===== src/rtl/mem_lsu_stage_if.sv =====
// mem_lsu_stage_if: single-outstanding data-memory bus between the LSU stage and memory.
interface mem_lsu_stage_if #(parameter int ADDR_W = 32);
  logic              dm_req;
  logic              dm_we;
  logic [ADDR_W-1:0] dm_addr;
  logic [3:0]        dm_be;
  logic [31:0]       dm_wdata;
  logic              dm_ack;
  logic [31:0]       dm_rdata;
  modport master (output dm_req, dm_we, dm_addr, dm_be, dm_wdata, input dm_ack, dm_rdata);
  modport slave (input dm_req, dm_we, dm_addr, dm_be, dm_wdata, output dm_ack, dm_rdata);
endinterface


===== src/rtl/mem_lsu_stage.sv =====
// mem_lsu_stage: load/store pipeline stage with single-outstanding bus, timeout abort and misalign flagging.
module mem_lsu_stage #(
  parameter int ADDR_W  = 32,
  parameter int REG_AW  = 5,
  parameter int TIMEOUT = 16
) (
  input  logic              clk,
  input  logic              rst,
  input  logic              ex_valid,
  output logic              ex_ready,
  input  logic [REG_AW-1:0] wd_i,
  input  logic [31:0]       wdata_i,
  input  logic              wreg_i,
  input  logic [3:0]        mem_op_i,
  input  logic [ADDR_W-1:0] mem_addr_i,
  input  logic [31:0]       mem_sdata_i,
  mem_lsu_stage_if.master   dm,
  output logic              wb_valid,
  output logic [REG_AW-1:0] wd_o,
  output logic [31:0]       wdata_o,
  output logic              wreg_o,
  output logic              misalign_o,
  output logic              buserr_o,
  output logic [ADDR_W-1:0] badaddr_o
);
  localparam int CW   = TIMEOUT > 1 ? $clog2(TIMEOUT) : 1;
  localparam int TLIM = TIMEOUT > 0 ? TIMEOUT - 1 : 0;

  typedef enum logic {S_IDLE, S_WAIT} state_t;
  state_t state_q, state_d;

  logic [CW-1:0]     cnt_q, cnt_d;
  logic              we_q, we_d;
  logic [ADDR_W-1:0] addr_q, addr_d, baddr_q, baddr_d;
  logic [3:0]        be_q, be_d, op_q, op_d;
  logic [31:0]       sw_q, sw_d;
  logic [1:0]        lane_q, lane_d;
  logic [REG_AW-1:0] rd_q, rd_d;
  logic              rwe_q, rwe_d;

  logic              wbv_q, wbv_d, wreg_q, wreg_d, mis_q, mis_d, berr_q, berr_d;
  logic [REG_AW-1:0] wd_q, wd_d;
  logic [31:0]       wdat_q, wdat_d;
  logic [ADDR_W-1:0] bad_q, bad_d;

  logic        is_ld, is_st, is_h, is_w, mis, acc, bus_go, ack, abort;
  logic [1:0]  lane;
  logic [7:0]  lb;
  logic [15:0] lh;
  logic [31:0] ld, st_word;
  logic [3:0]  st_be;

  assign lane   = mem_addr_i[1:0];
  assign is_ld  = mem_op_i inside {[4'd1:4'd5]};
  assign is_st  = mem_op_i inside {4'd9, 4'd10, 4'd11};
  assign is_h   = mem_op_i inside {4'd3, 4'd4, 4'd10};
  assign is_w   = mem_op_i inside {4'd5, 4'd11};
  assign mis    = (is_h & lane[0]) | (is_w & |lane);
  assign acc    = ex_valid & ex_ready;
  assign bus_go = acc & (is_ld | is_st) & ~mis;
  assign ack    = (state_q == S_WAIT) & dm.dm_ack;
  // The ack on the final allowed cycle takes precedence over the abort.
  assign abort  = (TIMEOUT > 0) && (state_q == S_WAIT) && !dm.dm_ack && (cnt_q == CW'(TLIM));

  assign st_word = mem_op_i == 4'd9  ? {4{mem_sdata_i[7:0]}} :
                   mem_op_i == 4'd10 ? {2{mem_sdata_i[15:0]}} : mem_sdata_i;
  assign st_be   = is_ld             ? 4'b1111 :
                   mem_op_i == 4'd9  ? 4'b0001 << lane :
                   mem_op_i == 4'd10 ? (lane[1] ? 4'b1100 : 4'b0011) : 4'b1111;

  assign lb = dm.dm_rdata[{lane_q, 3'b000} +: 8];
  assign lh = lane_q[1] ? dm.dm_rdata[31:16] : dm.dm_rdata[15:0];
  assign ld = op_q == 4'd1 ? {{24{lb[7]}}, lb} :
              op_q == 4'd2 ? {24'b0, lb} :
              op_q == 4'd3 ? {{16{lh[15]}}, lh} :
              op_q == 4'd4 ? {16'b0, lh} : dm.dm_rdata;

  assign ex_ready    = state_q == S_IDLE;
  assign dm.dm_req   = state_q == S_WAIT;
  assign dm.dm_we    = we_q;
  assign dm.dm_addr  = addr_q;
  assign dm.dm_be    = be_q;
  assign dm.dm_wdata = sw_q;

  assign wb_valid   = wbv_q;
  assign wd_o       = wd_q;
  assign wdata_o    = wdat_q;
  assign wreg_o     = wreg_q;
  assign misalign_o = mis_q;
  assign buserr_o   = berr_q;
  assign badaddr_o  = bad_q;

  always_comb begin
    state_d = bus_go ? S_WAIT : (ack | abort) ? S_IDLE : state_q;
    cnt_d   = state_q == S_WAIT ? cnt_q + 1'b1 : '0;
    we_d    = bus_go ? is_st : we_q;
    addr_d  = bus_go ? {mem_addr_i[ADDR_W-1:2], 2'b00} : addr_q;
    baddr_d = bus_go ? mem_addr_i : baddr_q;
    be_d    = bus_go ? st_be : be_q;
    sw_d    = bus_go ? st_word : sw_q;
    op_d    = bus_go ? mem_op_i : op_q;
    lane_d  = bus_go ? lane : lane_q;
    rd_d    = bus_go ? wd_i : rd_q;
    rwe_d   = bus_go ? wreg_i : rwe_q;
  end

  always_comb begin
    wbv_d  = 1'b0;
    wd_d   = wd_q;
    wdat_d = wdat_q;
    wreg_d = wreg_q;
    mis_d  = mis_q;
    berr_d = berr_q;
    bad_d  = bad_q;
    if (acc && !(is_ld || is_st)) begin
      wbv_d  = 1'b1;
      wd_d   = wd_i;
      wdat_d = wdata_i;
      wreg_d = wreg_i;
      mis_d  = 1'b0;
      berr_d = 1'b0;
    end else if (acc && mis) begin
      wbv_d  = 1'b1;
      wd_d   = wd_i;
      wreg_d = 1'b0;
      mis_d  = 1'b1;
      berr_d = 1'b0;
      bad_d  = mem_addr_i;
    end else if (ack) begin
      wbv_d  = 1'b1;
      wd_d   = rd_q;
      wdat_d = we_q ? sw_q : ld;
      wreg_d = ~we_q & rwe_q;
      mis_d  = 1'b0;
      berr_d = 1'b0;
    end else if (abort) begin
      wbv_d  = 1'b1;
      wd_d   = rd_q;
      wreg_d = 1'b0;
      mis_d  = 1'b0;
      berr_d = 1'b1;
      bad_d  = baddr_q;
    end
  end

  always_ff @(posedge clk or negedge rst) begin
    if (!rst) begin
      state_q <= S_IDLE;
      cnt_q   <= '0;
      we_q    <= 1'b0;
      addr_q  <= '0;
      baddr_q <= '0;
      be_q    <= '0;
      sw_q    <= '0;
      op_q    <= '0;
      lane_q  <= '0;
      rd_q    <= '0;
      rwe_q   <= 1'b0;
      wbv_q   <= 1'b0;
      wd_q    <= '0;
      wdat_q  <= '0;
      wreg_q  <= 1'b0;
      mis_q   <= 1'b0;
      berr_q  <= 1'b0;
      bad_q   <= '0;
    end else begin
      state_q <= state_d;
      cnt_q   <= cnt_d;
      we_q    <= we_d;
      addr_q  <= addr_d;
      baddr_q <= baddr_d;
      be_q    <= be_d;
      sw_q    <= sw_d;
      op_q    <= op_d;
      lane_q  <= lane_d;
      rd_q    <= rd_d;
      rwe_q   <= rwe_d;
      wbv_q   <= wbv_d;
      wd_q    <= wd_d;
      wdat_q  <= wdat_d;
      wreg_q  <= wreg_d;
      mis_q   <= mis_d;
      berr_q  <= berr_d;
      bad_q   <= bad_d;
    end
  end
endmodule


===== src/flat_wrapper.sv =====
// flat-port wrapper written by rule: the top's interface ports become plain ports
module mem_lsu_stage_flat 
#(
  parameter int ADDR_W  = 32,
  parameter int REG_AW  = 5,
  parameter int TIMEOUT = 16
)
  (clk, rst, ex_valid, ex_ready, wd_i, wdata_i, wreg_i, mem_op_i, mem_addr_i, mem_sdata_i, wb_valid, wd_o, wdata_o, wreg_o, misalign_o, buserr_o, badaddr_o, dm_dm_req, dm_dm_we, dm_dm_addr, dm_dm_be, dm_dm_wdata, dm_dm_ack, dm_dm_rdata);
  mem_lsu_stage_if #(.ADDR_W(ADDR_W)) dm_i ();
  input  logic clk;
  input  logic rst;
  input  logic ex_valid;
  output logic ex_ready;
  input  logic [REG_AW-1:0] wd_i;
  input  logic [31:0] wdata_i;
  input  logic wreg_i;
  input  logic [3:0] mem_op_i;
  input  logic [ADDR_W-1:0] mem_addr_i;
  input  logic [31:0] mem_sdata_i;
  output logic wb_valid;
  output logic [REG_AW-1:0] wd_o;
  output logic [31:0] wdata_o;
  output logic wreg_o;
  output logic misalign_o;
  output logic buserr_o;
  output logic [ADDR_W-1:0] badaddr_o;
  output wire logic [$bits(dm_i.dm_req)-1:0] dm_dm_req;
  output wire logic [$bits(dm_i.dm_we)-1:0] dm_dm_we;
  output wire logic [$bits(dm_i.dm_addr)-1:0] dm_dm_addr;
  output wire logic [$bits(dm_i.dm_be)-1:0] dm_dm_be;
  output wire logic [$bits(dm_i.dm_wdata)-1:0] dm_dm_wdata;
  input wire logic [$bits(dm_i.dm_ack)-1:0] dm_dm_ack;
  input wire logic [$bits(dm_i.dm_rdata)-1:0] dm_dm_rdata;
  assign dm_dm_req = dm_i.dm_req;
  assign dm_dm_we = dm_i.dm_we;
  assign dm_dm_addr = dm_i.dm_addr;
  assign dm_dm_be = dm_i.dm_be;
  assign dm_dm_wdata = dm_i.dm_wdata;
  assign dm_i.dm_ack = dm_dm_ack;
  assign dm_i.dm_rdata = dm_dm_rdata;
  mem_lsu_stage #(.ADDR_W(ADDR_W), .REG_AW(REG_AW), .TIMEOUT(TIMEOUT)) u_core (.clk(clk), .rst(rst), .ex_valid(ex_valid), .ex_ready(ex_ready), .wd_i(wd_i), .wdata_i(wdata_i), .wreg_i(wreg_i), .mem_op_i(mem_op_i), .mem_addr_i(mem_addr_i), .mem_sdata_i(mem_sdata_i), .dm(dm_i), .wb_valid(wb_valid), .wd_o(wd_o), .wdata_o(wdata_o), .wreg_o(wreg_o), .misalign_o(misalign_o), .buserr_o(buserr_o), .badaddr_o(badaddr_o));
endmodule

===== config.mk =====
export PLATFORM = sky130hd
export DESIGN_NAME = mem_lsu_stage_flat
export DESIGN_NICKNAME = d
export VERILOG_FILES = /design/src/rtl/mem_lsu_stage_if.sv /design/src/rtl/mem_lsu_stage.sv /design/src/flat_wrapper.sv
export SDC_FILE = /design/constraint.sdc
export NUM_CORES = 1
export LEC_CHECK = 0
export ABC_AREA = 1
export CAP_MARGIN = 20
export CORE_MARGIN = 2
export CORE_UTILIZATION = 44
export CTS_BUF_LIST = sky130_fd_sc_hd__clkbuf_2
export DETAILED_ROUTE_END_ITERATION = 8
export MAX_ROUTING_LAYER = met4
export PLACE_DENSITY = 0.8
export SLEW_MARGIN = 20
export SYNTH_ARGS = -nofsm -noshare
export SYNTH_HDL_FRONTEND = slang
export SYNTH_SLANG_ARGS = --single-unit

===== constraint.sdc =====
create_clock -name clk -period 1.8 [get_ports clk]
set_clock_uncertainty 0.15 [all_clocks]
set_input_delay 0.36 -clock clk [delete_from_list [all_inputs] [get_ports clk]]
set_output_delay 0.36 -clock clk [all_outputs]
set_load 0.005 [all_outputs]

==> flow_summary.json <==
{
  "drt_iter0_drc": 958,
  "p_clk_frac": 0.116,
  "maxSlewHeadroom": 0.434,
  "avgSynthCellArea_sq_um": 7.03,
  "ys_warn_count": 0,
  "yosysSeqAreaShare": 0.445,
  "power_frac_seq": 0.344,
  "antenna_found_initial": 1,
  "path_clk_slew_ns": 0.29,
  "pre_cts_slack_ns": -0.616,
  "grt_pass1_vias": 9487,
  "synth.distinct_cells": 29,
  "pwr-share-comb": 0.540,
  "synth_fa_ha_area_frac": 0.00142,
  "areaGrowthSynthToFinish_pct": 66.9,
  "synth_seq_cells": 157,
  "p_switching_uw": 6890,
  "rows": 51,
  "cts_made_buffers": 17,
  "violations": "setup timing",
  "grt_pass1_wl_microns": 51100,
  "vias": 10800,
  "tightest_slew_ns": 0.841,
  "drv_cap": 0,
  "vdd_ir_drop_max_uv": 657,
  "initial_core_util": 0.451,
  "status": "finished, violations left",
  "post_synth_mux_area_share": 0,
  "portBuffers": 283,
  "fp.dieH_microns": 146,
  "synth_xor_area_frac": 0.000992,
  "report.final.slew_viol_count": 0,
  "fin_nets": 1859,
  "leakage_uw": 0.00764,
  "crit_arrival_ns": 2.59,
  "place_congestion": 0.917,
  "wl_per_cell_microns": 19.9,
  "via_per_inst": 5.41,
  "setup_violations": 271,
  "period_share": 1.15,
  "fp.dieArea_sq_um": 21200,
  "grt-ovfl-total": 0,
  "start_kind": "flop",
  "dp_hpwl_microns": 23300,
  "powerDensity_nw_per_um2": 1120,
  "cts.sinks": 157,
  "cts_tree": "yes",
  "synth_top_family_by_area": "simple AND/OR/NAND/NOR gates",
  "finalCriticalPeriod_ns": 2.07,
  "grt_max_degree": 73,
  "crit_path_end_kind": "flop",
  "first_pass_iters": 7,
  "p_sw_frac": 0.419,
  "required_ns": 2.31,
  "core_sq_um": 19600,
  "antenna_left": 0,
  "clk_path_buf_depth": 2,
  "hold_viol_final": 0,
  "routed_wl_microns": 39600,
  "ioPinCount": 286,
  "grt_util_all_layers": 0.313,
  "clk-insertion-delay-late_ns": 0.77,
  "rsz0062_at_grt": "true",
  "worstSetupPathType": "flop to flop",
  "cpMaxStageDelayCell": "dfrtp_1",
  "synth-compound-area-share": 0.116,
  "place_area_sq_um": 12400,
  "cp_cell_sequence": "buf_6, inv_4, buf_4, buf_6, nand2_4, inv_4, nand2_4, nor2_4, buf_12, buf_12, clkbuf_16, nand2_2, o21ai_1",
  "fin_area_sq_um": 14700,
  "synthCells": 1257,
  "p_int_uw": 9570,
  "fmax_mhz": 483,
  "synth-simple-area-share": 0.322,
  "setup_slack_ns": -0.272,
  "die_w_microns": 146,
  "drive_above_1_share": 0.353,
  "critPathMaxStageDelay_ns": 0.45,
  "critPathMaxFanout": 8,
  "synth_area_sq_um": 8830,
  "h-tree-depth": 4,
  "clockRootBuffer": "clkbuf_2",
  "drc": 0,
  "hold_path.class": "primary input to flop"
}
[synth_stat cells, drive strengths merged]
master | count | area, sq um
dfrtp | 157 | 3930
ha | 1 | 12.5
nor3 | 3 | 20.0
o211ai | 22 | 165
o31ai | 2 | 15.0
clkinv | 3 | 11.3
nand3 | 62 | 315
nand2 | 512 | 1950
buf | 69 | 458
conb | 1 | 3.75
nand3b | 31 | 233
nor2 | 80 | 320
xor2 | 1 | 8.76
inv | 113 | 424
or2 | 1 | 6.26
a21oi | 58 | 290
o21ai | 111 | 556
clkbuf | 30 | 113
[metrics by stage]
stage	power, uW	setup TNS, ns	instances	hold WS, ns	utilization
6_report	16500	-23.12	1993	0.0313	0.752
5_1_grt	17400	-42.97	1993	-0.00940	0.752
4_1_cts	14400	-8.80	1905	0.00231	0.644
3_5_place_dp	13100	-81.23	1800	0.147	0.631
3_3_place_gp	12900	-76.60	1800	0.154	0.631
2_1_floorplan	8960	0	1258	-0.0856	-
[critical path: cells and delay by family, from the launching register on]
kind	cells	cell delay (ns)
and+or+nand+nor	4	0.40
DFF	1	0.45
AOI/OAI and AO/OA	1	0.07
buffers and inverters	8	0.94
[per-layer routing]
| layer | global-route usage | share of wire | wire (microns) | up-vias |
|---|---|---|---|---|
| met5 | - | 0 | 0 | - |
| met4 | 0.113 | 0.043 | 1720 | 0 |
| met3 | 0.0708 | 0.095 | 3750 | 127 |
| met2 | 0.511 | 0.49 | 19600 | 662 |
| met1 | 0.383 | 0.37 | 14500 | 5151 |
| li1 | - | - | - | 4850 |
[sequential cells by signal, indices dropped and copies added (netlist names), 4 cells and up]
signal              flops
u_core.dm.dm_be         4
u_core.op_q             4
u_core.cnt_q            4
u_core.badaddr_o       32
u_core.wd_o             5
u_core.wdata_o         32
u_core.dm.dm_wdata     32
u_core.rd_q             5
u_core.baddr_q         31
[cell usage in the layout (no fill, tap or decap), types with 30 or more instances in the layout]
master / Yosys / routed
a21oi_1: 58 / 34
buf_2: 27 / 137
buf_4: 34 / 139
buf_6: 5 / 30
clkdlybuf4s50_1: 0 / 140
dfrtp_1: 157 / 155
inv_1: 108 / 102
nand2_1: 506 / 398
nand2_2: 3 / 72
nand2_4: 3 / 40
nand3_1: 61 / 56
nand3b_1: 31 / 31
nor2_1: 76 / 69
o21ai_0: 93 / 42
o21ai_1: 18 / 33
o21ai_2: 0 / 35
[final timing paths]
kind / startpoint / slack, ns / end / cells past startpoint
max: u_core.dm.dm_req / -0.27 / u_core.dm.dm_wdata[26] / 13
min: mem_addr_i[12] / 0.03 / u_core.baddr_q[12] / 3
max reg2reg: u_core.dm.dm_req / -0.27 / u_core.dm.dm_wdata[26] / 13
min reg2reg: u_core.wdata_o[12] / 0.36 / u_core.wdata_o[12] / 2
max in group asynchronous: rst / 0.68 / u_core.dm.dm_we / 4
min in group asynchronous: rst / 0.56 / u_core.baddr_q[21] / 4
[what timing repair did]
action | 4_1_cts | 5_1_grt
gates cloned | 2 | 37
hold buffers | 24 | 3
pin swaps | 3 | 54
gates resized for setup | 588 | 340
setup buffers | 49 | 49
endpoints found under the setup margin | 193 | 291
endpoints found under the hold margin | 178 | 3
[power by group through the flow]
stage	Clock, uW	Combinational (uW)	Sequential, uW
after floorplan	0	3340	5620
after global placement	0	7210	5710
after detailed placement	0	7350	5720
after CTS	1900	6930	5570
after global routing	2060	9590	5760
final	1920	8890	5660
[cells by family after synthesis]
| group | after synthesis |
|---|---|
| AND/OR/NAND/NOR | 689 |
| buffers and inverters | 215 |
| AO/OA/AOI/OAI | 193 |
| flip-flops | 157 |
| XOR/XNOR | 1 |
| adder cells (fa/ha/maj) | 1 |
| other | 1 |
[area by class of cell]
type	count	area (sq um)
Clock inverter	13	120
Multi-Input combinational cell	887	4730
Antenna cell	1	2.50
Tap cell	265	332
Fill cell	1394	4850
Inverter	116	455
Timing Repair Buffer	537	5080
Sequential cell	157	3930
Clock buffer	17	85.1
Note: power is estimated with default switching activity, not from simulation.
==> edit 1, RTL diff (config.mk and constraints unchanged) <==
Take the reset off `baddr_q` and load it in a clocked block of its own.
--- a/src/rtl/mem_lsu_stage.sv
+++ b/src/rtl/mem_lsu_stage.sv
@@ -150,5 +150,4 @@
       we_q    <= 1'b0;
       addr_q  <= '0;
-      baddr_q <= '0;
       be_q    <= '0;
       sw_q    <= '0;
@@ -169,5 +168,4 @@
       we_q    <= we_d;
       addr_q  <= addr_d;
-      baddr_q <= baddr_d;
       be_q    <= be_d;
       sw_q    <= sw_d;
@@ -185,4 +183,8 @@
     end
   end
+
+  always_ff @(posedge clk) begin
+    baddr_q <= baddr_d;
+  end
 endmodule
 
Behaviour: same outputs for any inputs over 4 cycles, from zero or initial values and one cycle with rst low; that may be too few to reach the edited logic, so the function may still have changed.
==> edit 1 against the unedited design <==
  * The flow finishes with violations (negative hold slack, negative setup slack)
  * Cell area grew 7.7%
  * Cell count is 5.1% higher
  * Sequential share of layout area grew 4.1 points
  * Setup slack worse by 120 ps
  * Wire length up 6.9%
  * Power increased by 38%
  * Critical endpoint is now u_core.badaddr_o[11]$_DFFE_PN0P_
  * Synthesized cell count grew 1.0%
  * Sequential cell count rose by 32
  * Sequential power is 28% higher
  * Area after synthesis is 9.0% higher
  * Clock power rose by 15%
  * Non-clock buffer count increased by 39
  * Fmax decreased by 5.6%
  * First-iteration DRC count increased by 14%
==> edit 1: results (changes against the unedited design) <==
[run_status]
outcome = finished, violations left  ; unchanged
violations = negative hold slack, negative setup slack  ; was negative setup slack

[route]
met1_length_um = 15800  ; was 14500 µm
wl_met3_um = 3400  ; was 3750 µm
drt-initial-drc-count = 1092  ; was 958
firstDrtPassIters = 9  ; was 7
wl_per_cell_um = 20.2  ; was 19.9 µm
route.vias.total = 11600  ; was 10800
wl_met2_um = 20400  ; was 19600 µm

[sta]
relSlewSlack_pct = 64.8  ; was 43.4%
postLayoutSetupSlackWorst_ps = -395  ; was -272 ps
hold_violations = 2  ; was 0
whs_ps = -7.89  ; was 31.3 ps
setup_viol = 327  ; was 271
setup_tns_ps = -60640  ; was -23120 ps

[finish]
fin_nets = 1943  ; was 1859
fill_cells = 1470  ; was 1394
drive_above_1_share_pct = 33.4  ; was 35.3%

[clocking]
clk_pin_slew_ps = 340  ; was 290 ps
ctsResizeCount = 645  ; was 588
clockRootBuffer = clkbuf_2  ; unchanged
cts_hold_buf = 40  ; was 24
postCtsSetupBuffers = 70  ; was 49
insertion_delay_ps = 840  ; was 770 ps

[power]
leakage_nw = 8.11  ; was 7.64 nW
ir_drop_mv = 0.914  ; was 0.657 mV

[place]
hpwl_um = 23700  ; was 23300 µm
gp_congestion = 0.959  ; was 0.917

[global_routing]
met3_usage_pct = 4.31  ; was 7.08%
grt_max_degree = 54  ; was 73
met1_usage_pct = 39.9  ; was 38.3%
antenna_found_initial = 2  ; was 1
grt.met2_usage_pct = 49.1  ; was 51.1%
grt.total_usage_pct = 30.9  ; was 31.3%
grt_pass1_vias = 10200  ; was 9487
grt_pass1_wl_um = 55400  ; was 51100 µm

[synthesis]
ys_top_cells_by_count = nand2_1, dfrtp_1, inv_1  ; unchanged
synth_edf_count = 32  ; was 0
ys_types = 33  ; was 29
seq_area_frac_synth_pct = 50.8  ; was 44.5%
synth_top_area_share_pct = 40.8  ; was 44.5%
synth-async-reset-ratio_pct = 83.1  ; was 100%
synthTopCellsByArea = dfrtp_1, nand2_1, edfxtp_1  ; was dfrtp_1, nand2_1, o21ai_0

## edit 1: cell count changes in the layout (fill, tap and decap cells not counted), sizes merged, moves of 10 or more
cell / change
nand2: -59
nand3: +22
a21oi: +27
nand3b: -30
inv: +36
buf: +31
edfxtp: +32
nor2: +10
o21ai: +13
dlygate4sd3: +14
## edit 1: path summary, 6_finish.rpt
path,start,cells past startpoint,slack [ps],endpoint
max in group asynchronous,rst,4,660,u_core.wdata_o[9]$_DFFE_PN0P_
hold / removal,mem_sdata_i[21],5,-8,u_core.dm.dm_wdata[21]$_DFFE_PN0P_
setup / recovery,u_core.dm.dm_req$_DFFE_PN0P_,11,-400,u_core.badaddr_o[11]$_DFFE_PN0P_
min in group asynchronous,rst,4,450,u_core.dm.dm_addr[14]$_DFFE_PN0P_
setup reg to reg,u_core.dm.dm_req$_DFFE_PN0P_,11,-400,u_core.badaddr_o[11]$_DFFE_PN0P_
hold reg to reg,u_core.cnt_q[0]$_DFF_PN0_,1,330,u_core.cnt_q[0]$_DFF_PN0_
## edit 1: layout make-up
| type | count | area [µm²] | area share, % |
|---|---|---|---|
| inverter | 147 | 577 | 3.63 |
| multi-input combinational | 869 | 4410 | 27.8 |
| antenna | 2 | 5.00 | 0.0315 |
| timing repair buffer | 576 | 5410 | 34.1 |
| clock buffer | 17 | 85.1 | 0.536 |
| sequential | 189 | 4890 | 30.8 |
| tap | 280 | 350 | 2.21 |
| clock inverter | 15 | 145 | 0.914 |
## edit 1: power breakdown
group,switching (mW),leakage (nW),total [mW],internal [mW]
sequential,1.17,2.19,7.27,6.09
combinational,6.88,5.79,13.3,6.38
clock,1.75,0.139,2.20,0.452
## edit 1: logic make-up after synthesis
family | Yosys count | share of synthesized area [%]
simple gates | 634 | 27.1
fa+ha+maj | 1 | 0.130
buf+inv | 214 | 9.24
flops | 189 | 50.8
compound gates | 231 | 12.7
other cells | 1 | 0.0389
## edit 1: worst max-delay path, stage by stage (launching register included)
cell and delay (ps):
dfrtp_1 490, buf_6 140, buf_4 130, nor2_4 210
buf_6 130, buf_6 110, nand2_8 100, nand2_8 150
buf_8 150, clkbuf_16 150, nor2_1 40, a21oi_1 170
## edit 1: metrics by stage
stage | worst slack, ps | area [µm²] | hold slack (ps) | std cells | util (%)
2_1_floorplan | 6.38 | 9640 | -85.6 | 1271 | -
3_3_place_gp | -512 | 13300 | 123 | 1855 | 61.6
3_5_place_dp | -662 | 13300 | 127 | 1855 | 61.6
4_1_cts | -283 | 14300 | 0.653 | 2007 | 66.3
5_1_grt | -437 | 15900 | -11.3 | 2095 | 73.4
6_report | -395 | 15900 | -7.89 | 2095 | 73.4
==> edit 2, RTL diff (config.mk and constraints unchanged) <==
Without the edit above. `REG_AW` is set to 5 in 2 places; all go to 4.
--- a/src/rtl/mem_lsu_stage.sv
+++ b/src/rtl/mem_lsu_stage.sv
@@ -2,5 +2,5 @@
 module mem_lsu_stage #(
   parameter int ADDR_W  = 32,
-  parameter int REG_AW  = 5,
+  parameter int REG_AW  = 4,
   parameter int TIMEOUT = 16
 ) (
--- a/src/flat_wrapper.sv
+++ b/src/flat_wrapper.sv
@@ -3,5 +3,5 @@
 #(
   parameter int ADDR_W  = 32,
-  parameter int REG_AW  = 5,
+  parameter int REG_AW  = 4,
   parameter int TIMEOUT = 16
 )
Interface: changed (resized wd_i and wd_o); port bits go from 286 to 284. The function was not compared with the original's and may differ.
==> edit 2 against the unedited design <==
  * Hold slack lost 8.7 ps
  * The run still ends with negative setup slack left
  * Power grew 4.1%
  * Sequential cell count shrank 2
  * Highest routed layer unchanged
  * Area after synthesis shrank 0.89%
  * Critical path depth shrank 4
  * Combinational power grew 5.3%
  * Setup slack lost 61 ps
  * Wire length grew 7.5%
  * Cell area grew 2.4%
  * Core utilization grew 2.3 points
==> edit 2: results (changes against the unedited design) <==
[worst_hold_path]
min_path_type = primary input to register  ; unchanged

[synthesis]
ys.flop_type = dfrtp_1  ; unchanged
synthTopCellsByArea = dfrtp_1, nand2_1, a21oi_1  ; was dfrtp_1, nand2_1, o21ai_0
seq_area_frac_synth_pct = 44.3  ; was 44.5%
synth_xor_area_share_pct = 0  ; was 0.0992%
synth_mux_area_share_pct = 0.129  ; was 0%
netlist_instances = 1229  ; was 1257
ys_types = 30  ; was 29
synth_fa_ha_area_share_pct = 0.143  ; was 0.142%
synth_compound_area_share_pct = 13.6  ; was 11.6%
ys_top_cells_by_count = nand2_1, dfrtp_1, inv_1  ; unchanged

[critical_path]
cp.arrival_ps = 2720  ; was 2590 ps
cp_slowest_cell = dfrtp_1  ; unchanged
slowest_delay_ps = 470  ; was 450 ps
critPathMaxFanout = 30  ; was 8
critPathTopFamily = buffers and inverters  ; unchanged

[global_routing]
met1_usage_pct = 41.6  ; was 38.3%
antenna_found_initial = 3  ; was 1
met3_usage_pct = 5.97  ; was 7.08%
grt_max_degree = 36  ; was 73
grt.met2_usage_pct = 48.0  ; was 51.1%
grt.total_usage_pct = 32.2  ; was 31.3%
grt_pass1_vias = 9878  ; was 9487
grt_pass1_wl_um = 52100  ; was 51100 µm

[place]
hpwl_um = 22300  ; was 23300 µm
placed_area_um2 = 12200  ; was 12400 µm²
pre_cts_ws_ps = -733  ; was -616 ps
port_buffers = 281  ; was 283
place_inst = 1765  ; was 1800
gp_congestion = 0.972  ; was 0.917

[finish]
fill_cells = 1205  ; was 1394
drive_above_1_share_pct = 37.0  ; was 35.3%
fin_nets = 1854  ; was 1859

[route]
met1_length_um = 15500  ; was 14500 µm
route.vias.total = 11400  ; was 10800
firstDrtPassIters = 6  ; was 7
wl_met3_um = 4920  ; was 3750 µm
routed.top_layer = met4  ; unchanged
drt-initial-drc-count = 1442  ; was 958
wl_met2_um = 19100  ; was 19600 µm
routed_wl_um = 42500  ; was 39600 µm

[sta]
worst_pin_slew_ps = 534  ; was 841 ps
whs_ps = 22.6  ; was 31.3 ps
setup_viol = 292  ; was 271
setup_tns_ps = -38750  ; was -23120 ps
postLayoutSetupSlackWorst_ps = -333  ; was -272 ps

[clocking]
h-tree-depth = 4  ; unchanged
clk_path_buf_depth = 2  ; unchanged
insertion_delay_ps = 820  ; was 770 ps

[run_status]
violations = negative setup slack  ; unchanged
outcome = finished, violations left  ; unchanged

[power]
ir_drop_mv = 0.567  ; was 0.657 mV
powerDensity_nw_per_um2 = 1140  ; was 1120 nW/µm²
leakage_nw = 7.66  ; was 7.64 nW

## edit 2: cell families (layout without fill, tap and decap cells)
family          Yosys count  count (layout)
simple gates            632             634
mux                       1               1
fa+ha+maj                 1               1
flops                   155             155
other cells               1               5
compound gates          228             228
buf+inv                 211             704
## edit 2: what timing repair did
action                                  in CTS  in global routing
buffers inserted                            67                 51
resized for setup                          633                293
cloned                                       9                 35
hold buffers                                33                  2
endpoints found under the setup margin     176                288
endpoints found under the hold margin      185                  2
pin swaps                                   10                 45
## edit 2: report_power, final
part | internal, mW | leakage (nW) | switching (mW)
logic | 4.49 | 5.65 | 4.87
clock network | 0.681 | 0.151 | 1.51
registers | 4.73 | 1.86 | 0.850
total | 9.90 | 7.66 | 7.23
## edit 2: cell type report
cell class / count / area share, %
Timing Repair Buffer: 559 / 36.1
Clock inverter: 14 / 1.06
Sequential cell: 155 / 25.7
Antenna cell: 3 / 0.0497
Inverter: 113 / 3.01
Tap cell: 265 / 2.20
Multi-Input combinational cell: 866 / 31.3
Clock buffer: 18 / 0.597
## edit 2: worst paths after layout
check | from | end | depth (start not counted)
setup reg to reg | u_core.dm.dm_req$_DFFE_PN0P_ | u_core.badaddr_o[17]$_DFFE_PN0P_ | 9
min in group asynchronous | rst | u_core.wdata_o[13]$_DFFE_PN0P_ | 4
setup / recovery | u_core.dm.dm_req$_DFFE_PN0P_ | u_core.badaddr_o[17]$_DFFE_PN0P_ | 9
hold / removal | mem_addr_i[13] | u_core.baddr_q[13]$_DFFE_PN0P_ | 3
max in group asynchronous | rst | u_core.dm.dm_wdata[2]$_DFFE_PN0P_ | 4
hold reg to reg | u_core.cnt_q[0]$_DFF_PN0_ | u_core.cnt_q[0]$_DFF_PN0_ | 1
